$ cat config.mk
export PLATFORM = sky130hd
export DESIGN_NAME = mem_arb_flat
export DESIGN_NICKNAME = d
export VERILOG_FILES = /design/src/rtl/mem_arb_pkg.sv /design/src/rtl/mem_arb_if.sv /design/src/rtl/mem_arb_starve_cnt.sv /design/src/rtl/mem_arb.sv /design/src/flat_wrapper.sv
export SDC_FILE = /design/constraint.sdc
export NUM_CORES = 1
export LEC_CHECK = 0
export ABC_AREA = 1
export BUFFER_PORTS_ARGS = -buffer_cell sky130_fd_sc_hd__buf_2
export CAP_MARGIN = 20
export CORE_AREA = 2 2 109 111
export DETAILED_ROUTE_END_ITERATION = 16
export DIE_AREA = 0 0 111 113
export GPL_ROUTABILITY_DRIVEN = 0
export PLACE_DENSITY_LB_ADDON = 0.05
export SYNTH_ARGS = -nofsm -noshare
export SYNTH_HDL_FRONTEND = slang
export SYNTH_HIERARCHICAL = 1
export SYNTH_SLANG_ARGS = --single-unit
export TNS_END_PERCENT = 20
$ cat constraint.sdc
create_clock -name i_clk -period 2.95 [get_ports i_clk]
set_clock_uncertainty 0.15 [all_clocks]
set_input_delay 0.295 -clock i_clk [delete_from_list [all_inputs] [get_ports i_clk]]
set_output_delay 0.295 -clock i_clk [all_outputs]
set_load 0.02 [all_outputs]
$ cat src/rtl/mem_arb_pkg.sv
// Shared definitions for the IFU/LSU memory-port arbiter.
package mem_arb_pkg;

  localparam int unsigned MAX_WAIT_DEF = 3;
  localparam int unsigned STARVE_W     = 3;

  typedef enum logic [1:0] {
    ST_IDLE,
    ST_BUSY_IF,
    ST_BUSY_LS
  } arb_state_e;

endpackage

$ cat src/rtl/mem_arb_if.sv
// Single-outstanding memory request/response port shared by IFU and LSU.
interface mem_arb_if;

  logic        req;
  logic        we;
  logic [31:0] addr;
  logic [31:0] wdata;
  logic [3:0]  wstrb;
  logic        ready;
  logic        rvalid;
  logic [31:0] rdata;

  modport master (
    output req, we, addr, wdata, wstrb,
    input  ready, rvalid, rdata
  );

  modport slave (
    input  req, we, addr, wdata, wstrb,
    output ready, rvalid, rdata
  );

endinterface

$ cat src/rtl/mem_arb_starve_cnt.sv
// Saturating count of LSU wins taken while the IFU was waiting.
module arb_starve_cnt #(
  parameter int unsigned W = 3
) (
  input  logic         clk_i,
  input  logic         rst_i,
  input  logic         inc_i,
  input  logic         clr_i,
  input  logic [W-1:0] sat_i,
  output logic [W-1:0] cnt_o
);

  logic [W-1:0] cnt_q, cnt_d;

  always_comb begin
    cnt_d = cnt_q;
    if (clr_i) begin
      cnt_d = '0;
    end else if (inc_i && (cnt_q < sat_i)) begin
      cnt_d = cnt_q + 1'b1;
    end
  end

  always_ff @(posedge clk_i) begin
    if (rst_i) begin
      cnt_q <= '0;
    end else begin
      cnt_q <= cnt_d;
    end
  end

  assign cnt_o = cnt_q;

endmodule

$ cat src/rtl/mem_arb.sv
// Arbitrates one memory port between instruction fetch and load/store,
// with a starvation limit on consecutive LSU wins and fetch-flush dropping.
module mem_arb
  import mem_arb_pkg::*;
#(
  parameter int unsigned MAX_WAIT = MAX_WAIT_DEF
) (
  input  logic        i_clk,
  input  logic        i_rst,
  input  logic        i_if_req,
  input  logic [31:0] i_if_addr,
  output logic        o_if_gnt,
  output logic        o_if_rvalid,
  output logic [31:0] o_if_rdata,
  input  logic        i_ls_req,
  input  logic        i_ls_we,
  input  logic [31:0] i_ls_addr,
  input  logic [31:0] i_ls_wdata,
  input  logic [3:0]  i_ls_wstrb,
  output logic        o_ls_gnt,
  output logic        o_ls_rvalid,
  output logic [31:0] o_ls_rdata,
  mem_arb_if.master   mem,
  input  logic        i_flush,
  output logic        o_stall_f,
  output logic        o_stall_m
);

  localparam logic [STARVE_W-1:0] SAT = STARVE_W'(MAX_WAIT);

  arb_state_e          state_q;
  logic                drop_q;
  logic [STARVE_W-1:0] starve;
  logic                idle, if_ok, pick_ls, pick_if;

  assign idle  = (state_q == ST_IDLE);
  assign if_ok = i_if_req & ~i_flush;
  // LSU loses priority only once the IFU has waited MAX_WAIT grants and can actually go.
  assign pick_ls = idle & i_ls_req & ((starve < SAT) | ~if_ok);
  assign pick_if = idle & ~pick_ls & if_ok;

  always_comb begin
    mem.req   = pick_ls | pick_if;
    mem.we    = 1'b0;
    mem.addr  = '0;
    mem.wdata = '0;
    mem.wstrb = '0;
    if (pick_ls) begin
      mem.we    = i_ls_we;
      mem.addr  = i_ls_addr;
      mem.wdata = i_ls_wdata;
      mem.wstrb = i_ls_wstrb;
    end else if (pick_if) begin
      mem.addr  = i_if_addr;
    end
  end

  assign o_if_gnt = pick_if & mem.ready;
  assign o_ls_gnt = pick_ls & mem.ready;

  assign o_if_rdata  = mem.rdata;
  assign o_ls_rdata  = mem.rdata;
  // A flush in the response cycle itself must also suppress the fetch data.
  assign o_if_rvalid = mem.rvalid & (state_q == ST_BUSY_IF) & ~(drop_q | i_flush);
  assign o_ls_rvalid = mem.rvalid & (state_q == ST_BUSY_LS);

  assign o_stall_f = i_if_req & ~o_if_rvalid;
  assign o_stall_m = (i_ls_req | (state_q == ST_BUSY_LS)) & ~o_ls_rvalid;

  arb_starve_cnt #(
    .W (STARVE_W)
  ) u_starve (
    .clk_i (i_clk),
    .rst_i (i_rst),
    .inc_i (o_ls_gnt & i_if_req),
    .clr_i (o_if_gnt),
    .sat_i (SAT),
    .cnt_o (starve)
  );

  always_ff @(posedge i_clk) begin
    if (i_rst) begin
      state_q <= ST_IDLE;
      drop_q  <= 1'b0;
    end else begin
      case (state_q)
        ST_IDLE: begin
          drop_q <= 1'b0;
          if (o_if_gnt) begin
            state_q <= ST_BUSY_IF;
          end else if (o_ls_gnt) begin
            state_q <= ST_BUSY_LS;
          end
        end
        ST_BUSY_IF: begin
          if (mem.rvalid) begin
            state_q <= ST_IDLE;
            drop_q  <= 1'b0;
          end else if (i_flush) begin
            drop_q  <= 1'b1;
          end
        end
        ST_BUSY_LS: begin
          if (mem.rvalid) begin
            state_q <= ST_IDLE;
          end
        end
        default: begin
          state_q <= ST_IDLE;
          drop_q  <= 1'b0;
        end
      endcase
    end
  end

endmodule

$ cat src/flat_wrapper.sv
// flat-port wrapper written by rule: the top's interface ports become plain ports
module mem_arb_flat import mem_arb_pkg::*;
#(
  parameter int unsigned MAX_WAIT = MAX_WAIT_DEF
)
  (i_clk, i_rst, i_if_req, i_if_addr, o_if_gnt, o_if_rvalid, o_if_rdata, i_ls_req, i_ls_we, i_ls_addr, i_ls_wdata, i_ls_wstrb, o_ls_gnt, o_ls_rvalid, o_ls_rdata, i_flush, o_stall_f, o_stall_m, mem_req, mem_we, mem_addr, mem_wdata, mem_wstrb, mem_ready, mem_rvalid, mem_rdata);
  mem_arb_if mem_i ();
  input  logic i_clk;
  input  logic i_rst;
  input  logic i_if_req;
  input  logic [31:0] i_if_addr;
  output logic o_if_gnt;
  output logic o_if_rvalid;
  output logic [31:0] o_if_rdata;
  input  logic i_ls_req;
  input  logic i_ls_we;
  input  logic [31:0] i_ls_addr;
  input  logic [31:0] i_ls_wdata;
  input  logic [3:0] i_ls_wstrb;
  output logic o_ls_gnt;
  output logic o_ls_rvalid;
  output logic [31:0] o_ls_rdata;
  input  logic i_flush;
  output logic o_stall_f;
  output logic o_stall_m;
  output wire logic [$bits(mem_i.req)-1:0] mem_req;
  output wire logic [$bits(mem_i.we)-1:0] mem_we;
  output wire logic [$bits(mem_i.addr)-1:0] mem_addr;
  output wire logic [$bits(mem_i.wdata)-1:0] mem_wdata;
  output wire logic [$bits(mem_i.wstrb)-1:0] mem_wstrb;
  input wire logic [$bits(mem_i.ready)-1:0] mem_ready;
  input wire logic [$bits(mem_i.rvalid)-1:0] mem_rvalid;
  input wire logic [$bits(mem_i.rdata)-1:0] mem_rdata;
  assign mem_req = mem_i.req;
  assign mem_we = mem_i.we;
  assign mem_addr = mem_i.addr;
  assign mem_wdata = mem_i.wdata;
  assign mem_wstrb = mem_i.wstrb;
  assign mem_i.ready = mem_ready;
  assign mem_i.rvalid = mem_rvalid;
  assign mem_i.rdata = mem_rdata;
  mem_arb #(.MAX_WAIT(MAX_WAIT)) u_core (.i_clk(i_clk), .i_rst(i_rst), .i_if_req(i_if_req), .i_if_addr(i_if_addr), .o_if_gnt(o_if_gnt), .o_if_rvalid(o_if_rvalid), .o_if_rdata(o_if_rdata), .i_ls_req(i_ls_req), .i_ls_we(i_ls_we), .i_ls_addr(i_ls_addr), .i_ls_wdata(i_ls_wdata), .i_ls_wstrb(i_ls_wstrb), .o_ls_gnt(o_ls_gnt), .o_ls_rvalid(o_ls_rvalid), .o_ls_rdata(o_ls_rdata), .mem(mem_i), .i_flush(i_flush), .o_stall_f(o_stall_f), .o_stall_m(o_stall_m));
endmodule
==> results by group, run 1 <==
Synth
  • Main flop type after synthesis: dfxtp_1
  • Post-synthesis xor/xnor area fraction: 0.475%
  • Synth Register Bits: 6
  • Synth area leader: buf_4
  • Largest family of logic cells by synthesized area: simple AND/OR/NAND/NOR gates
  • Post-synthesis mux area share: 0%
  • Synth warnings: 6
  • Cell area after synthesis: 1840 µm²
  • Yosys top cell area share: 26.1%
  • Most frequent cells after synthesis: nand3_1, buf_4, inv_1, nand2_1, nor2_1
  • Syn_area_per_cell: about 5.5 µm²
  • Post-synthesis sequential area ratio: around 6.5%
  • Post-synth EDFFs: 0
  • Top-count cell post-synth: nand3_1
  • Synth area leaders: buf_4, nand3_1, inv_1
  • Async set-reset flop share out of synthesis: 0%
  • Compound-gate portion of the synthesized area: around 1.6%
  • Synth Instances: ~340
  • Simple-Gate Fraction of Synth Area: between 40% and 50%
  • Synth Area in Adders: 4.07%
  • Post-synthesis cell type count: 25

Clock tree
  • Clk pin slew, worst setup/hold paths: around 0.030 ns
  • CTS Root Buffer Type: clkbuf_16
  • Post-CTS Setup Bufs: 0
  • Clk Latency, worst-skew pair: between 0.2 and 0.25 ns
  • Number of buffers created by CTS: 3
  • H-tree levels: 1
  • CTS tree: yes
  • Clock sink count: 6
  • Worst-case clock buffer depth: 2
  • Hold-fix buffer count after cts: 0
  • # resized after CTS: 0

Critical path
  • WP buf/inv: 4
  • Critical Path AT: between 1.5 and 2 ns
  • Reg2reg path depth: 12
  • Worst path required time: around 2.5 ns
  • Worst r2r src: u_core/state_q[1]
  • Critical Path Max Stage Delay: between 0.3 and 0.4 ns
  • Crit-path slowest cell: dfxtp_1
  • R2r endpoint: u_core/u_starve/cnt_o[2]
  • Critical path, cell by cell: inv_1 > ha_1 > nand2_1 > inv_2 > nand2_4 > buf_4 > nand3_1 > nand2_1 > buf_2
  • WP depth: 9
  • Nature of the critical path startpoint: flip-flop
  • Top delay family on crit path: simple AND/OR/NAND/NOR gates
  • Crit Path Class: reg -> out
  • Max FO, Critical Path: 41
  • Endpoint class of the critical path: output port
  • Top cell by count, worst path: nand2_1
  • Reg2reg setup slack: around 0.73 ns

STA
  • Final worst-path cycle share: between 80% and 90%
  • Setup TNS Final: 0 ns
  • Final hold slack: about 0.20 ns
  • Fin crit period: 2.40 ns
  • Count of final setup violators: 0
  • RSZ-0062 raised after global routing: no
  • PnR worst setup slack: between 0.5 and 0.6 ns
  • Count of pins over their slew limit: 0
  • Fmax: 0.416 GHz
  • Hold violation total from the final report: 0

Min path
  • Hold path cells: 2
  • Worst-case hold path end point: u_core/drop_q
  • Hold WC Path Type: in -> reg
  • Worst Min Path Start: i_rst

Cells and area
  • Fillers: ~1300
  • Final design utilization: between 20% and 30%
  • # diodes: 0
  • Layout Nets: ~600
  • Layout cells sized above 1: between 40% and 50%
  • Layout area overhead: 35.8%

Place
  • HPWL after DPL: a little over 6000 µm
  • Pre-CTS setup slack: roughly 0.7 ns
  • IO buf count: ~180

Floorplan
  • Site Rows: 39
  • Initial Util: about 16%
  • Die Ht: roughly 110 µm
  • Die Area: around 13000 µm²
  • Die Wd: 111 µm
  • # IOs: 280
  • Core ar.: 11300 µm²

Global route
  • Initial antenna violation count: 0
  • First-pass GRT wire length: 11100 µm
  • Vias in the first global route: ~2100
  • Pin count of the biggest net entering global routing: 42
  • Total track usage: 10.8%
  • Grt ovf: 0

Outcome
  • Status: finished, final reports clean

Pwr
  • VDD IR max: between 0.2 and 0.3 mV
  • Static Leak: 1.73 nW
  • PwrDens: around 630 nW/µm²
  • Total Power: 1.57 mW

Routing
  • Wirelength per Cell: roughly 13 µm
  • Routed wire length: about 7400 µm
  • Vias: between 2000 and 2500
  • Antenna viol nets, final: 0
  • DR pass1 iterations: 5
  • Via/cell ratio: ~3.9
  • Initial DRC count: 79
  • DRC: 0

Job
  • Max Cap Viol: 0
==> worst register-to-register path: stages, from the launching register on <==
cell     delay [ns]
dfxtp_1        0.30
inv_1          0.09
ha_1           0.21
nand2_1        0.08
inv_2          0.08
buf_4          0.34
nand3_1        0.21
nor2_1         0.17
nand2_2        0.08
nor2_4         0.13
nand2_2        0.08
nor2_1         0.13
nor2_2         0.05
==> metal layers <==
| layer | global-route usage (%) | share of wire [%] | vias up |
|---|---|---|---|
| met4 | 2.33 | 0.43 | 0 |
| met1 | 12.1 | 39 | 974 |
| met3 | 3.05 | 9.4 | 4 |
| li1 | - | - | 1174 |
| met5 | 0 | 0 | - |
| met2 | 20.5 | 51 | 131 |
==> where the power goes <==
part / switching [mW] / internal [mW]
Combinational: 0.822 / 0.412
Sequential: 0.0137 / 0.0986
Clock: 0.0459 / 0.174
Total: 0.881 / 0.685
==> state kept, by name, indices dropped and copies added, names as in the netlist <==
register	flops
u_core/u_starve/cnt_o	3
u_core/state_q	2
u_core/drop_q	1
==> cells by family after synthesis <==
logic type,after synthesis
XOR/XNOR,1
other,2
buffers and inverters,137
AND/OR/NAND/NOR,177
AO/OA/AOI/OAI,6
adder cells (fa/ha/maj),6
flip-flops,6
==> worst max path at each step <==
stage                            startpoint                        to
after floorplan           u_core/state_q[0]             mem_wdata[10]
after global placement    u_core/state_q[0]                  o_if_gnt
after detailed placement  u_core/state_q[1]  u_core/u_starve/cnt_o[2]
after CTS                 u_core/state_q[0]              mem_addr[19]
after global routing      u_core/state_q[0]              mem_addr[19]
final                     u_core/state_q[0]              mem_addr[19]
==> final cells by class <==
class,count,area (µm²),share of cell area (%)
Timing Repair Buffer,189,961,38.4
Multi-Input combinational cell,193,955,38.1
Inverter,57,214,8.55
Tap cell,143,179,7.15
Sequential cell,6,120,4.80
Clock buffer,3,75.1,3.00
==> through the flow <==
step / cells / cell area [µm²]
floorplan: 336 / 1850
finish: 591 / 2500
global route: 591 / 2500
detailed placement: 588 / 2430
CTS: 591 / 2500
global placement: 588 / 2430
==> layout by cell type (no fill, tap or decap), types with 4 or more instances in the layout <==
master / netlist / layout
nor2_1: 46 / 46
inv_1: 52 / 52
buf_4: 64 / 6
dfxtp_1: 6 / 6
inv_2: 4 / 4
ha_1: 6 / 6
buf_2: 9 / 183
nand3_1: 68 / 68
nand2_1: 48 / 48
a21oi_1: 5 / 5
Power figures use the tool's default switching activity.
==> inputs of run 2 (changes only) <==
clock period = 2.4 ns   (was 2.95 ns; I/O delays follow)
==> run 2 against run 1 <==
  * Sequential power increased by 22%
  * Clock-buffer cell count stayed put
  * Non-clock buffer count unchanged
  * Clock power up 21%
  * Worst setup slack got worse by 0.42 ns
  * Global-route usage shrank 1.1 points
  * Sequential share of layout area is 0.071 points lower
  * Wire length is 6.3% lower
  * Critical path type unchanged
  * Critical endpoint is now o_if_gnt
==> results by group, run 2 (synthesis gave the netlist of run 1 again) <==
Global route
  • Vias in the first global route: roughly 2000
  • Initial antenna violation count: 0
  • Total track usage: under 10%
  • Grt ovf: 0
  • Pin count of the biggest net entering global routing: 29
  • First-pass GRT wire length: 10100 µm

Pwr
  • Switching share of power: a little over half
  • VDD IR max: 0.382 mV
  • Clk pwr share: between 10% and 20%
  • P_sw: between 1 and 1.5 mW
  • Gate power share: 79.4%
  • Static Leak: roughly 1.7 nW
  • Total Power: approximately 2.0 mW
  • P_int: just under 0.9 mW
  • Sequential fraction of design power: 7.0%
  • PwrDens: between 700 and 800 nW/µm²

Place
  • HPWL after DPL: 5850 µm
  • DP Area: ~2500 µm²
  • IO buf count: approximately 180

Cells and area
  • Layout Nets: ~600
  • Max FFs per register: 3
  • Final Cell Area: around 2500 µm²
  • Commonest non-fill, non-tap cell in the layout: buf_2
  • Commonest cells after routing, fill and taps aside: buf_2, nand3_1, inv_1
  • Fillers: 1299
  • Layout area overhead: 37.8%
  • # diodes: 0
  • Layout cells sized above 1: ~47%

STA
  • Final worst-path cycle share: roughly 95%
  • Count of pins over their slew limit: 0
  • Fin crit period: approximately 2.3 ns
  • Hold violation total from the final report: 0
  • RSZ-0062 raised after global routing: yes
  • Count of final setup violators: 0
  • Fmax: between 0.4 and 0.5 GHz

Routing
  • Routed wire length: around 6900 µm
  • Via/cell ratio: approximately 3.9
  • DR pass1 iterations: 4
  • Vias: 2276
  • DRC: 0
  • Antenna viol nets, final: 0
  • Initial DRC count: just over 70
  • Wirelength per Cell: between 10 and 15 µm

Floorplan
  • # IOs: 280
  • Die Wd: roughly 110 µm
  • Site Rows: 39
  • Die Ht: 113 µm
  • Initial Util: about 16%
  • Die Area: 12500 µm²
  • Core ar.: between 10000 and 15000 µm²

Min path
  • Hold WC Path Type: in -> reg

Clock tree
  • Worst-case clock buffer depth: 2
  • H-tree levels: 1
  • Clk Latency, worst-skew pair: 0.22 ns
  • Clock sink count: 6
  • Number of buffers created by CTS: 3
  • CTS tree: yes
  • CTS Root Buffer Type: clkbuf_16
  • Clk pin slew, worst setup/hold paths: roughly 0.030 ns

Critical path
  • Max FO, Critical Path: 23
  • Crit Path Class: reg -> out
  • Critical Path AT: between 1.5 and 2 ns
  • Worst path required time: roughly 2.0 ns
  • Nature of the critical path startpoint: flip-flop
  • Endpoint class of the critical path: output port

Job
  • Max Cap Viol: 0

Outcome
  • Status: finished, final reports clean
-- run 2: power by group through the flow --
stage	combinational, mW	clock (mW)	sequential (mW)
finish	1.55	0.266	0.137
global route	1.70	0.281	0.140
CTS	1.59	0.272	0.137
detailed placement	1.58	0	0.139
global placement	1.61	0	0.139
floorplan	1.18	0	0.135
-- run 2: cell type report --
cell class | count | area [µm²] | share of cell area [%]
Inverter | 57 | 214 | 8.42
Sequential cell | 6 | 120 | 4.73
Timing Repair Buffer | 189 | 998 | 39.3
Clock buffer | 3 | 75.1 | 2.95
Tap cell | 143 | 179 | 7.04
Multi-Input combinational cell | 193 | 955 | 37.6
-- run 2: layer usage --
| metal | vias up | global-route usage, % | part of all wire, % |
|---|---|---|---|
| met5 | - | 0 | 0 |
| met4 | 0 | 2.25 | 0.82 |
| met3 | 4 | 3.37 | 10 |
| met2 | 129 | 18.3 | 51 |
| met1 | 968 | 10.6 | 38 |
| li1 | 1175 | - | - |
-- run 2: final timing paths --
check                          from                        to  slack (ns)  cells after the start
setup / recovery  u_core/state_q[0]                  o_if_gnt        0.12                      8
setup reg to reg  u_core/state_q[1]  u_core/u_starve/cnt_o[2]        0.48                     11
hold reg to reg       u_core/drop_q             u_core/drop_q        0.36                      2
hold / removal                i_rst             u_core/drop_q        0.15                      2
-- run 2: critical path, cell delays in order (launching register included) --
cell     delay, ns
dfxtp_1       0.34
inv_1         0.07
ha_1          0.23
nand2_1       0.08
inv_2         0.10
nand2_4       0.27
nand3_2       0.17
inv_1         0.19
buf_2         0.20
-- run 2: repair_timing --
item,CTS,global route
hold buffers,0,0
endpoints found under the setup margin,0,7
gates resized for setup,0,0
buffers inserted,0,0
-- run 2: metrics by stage --
stage	cells	TNS (ns)	setup slack [ns]	utilization, %	hold slack (ns)
after floorplan	336	0	0.608	-	0.169
after global placement	588	0	0.338	21.9	0.330
after detailed placement	588	0	0.322	21.9	0.330
after CTS	591	0	0.0874	22.5	0.149
after global routing	591	-0.0992	-0.0280	22.5	0.151
final	591	0	0.124	22.5	0.155
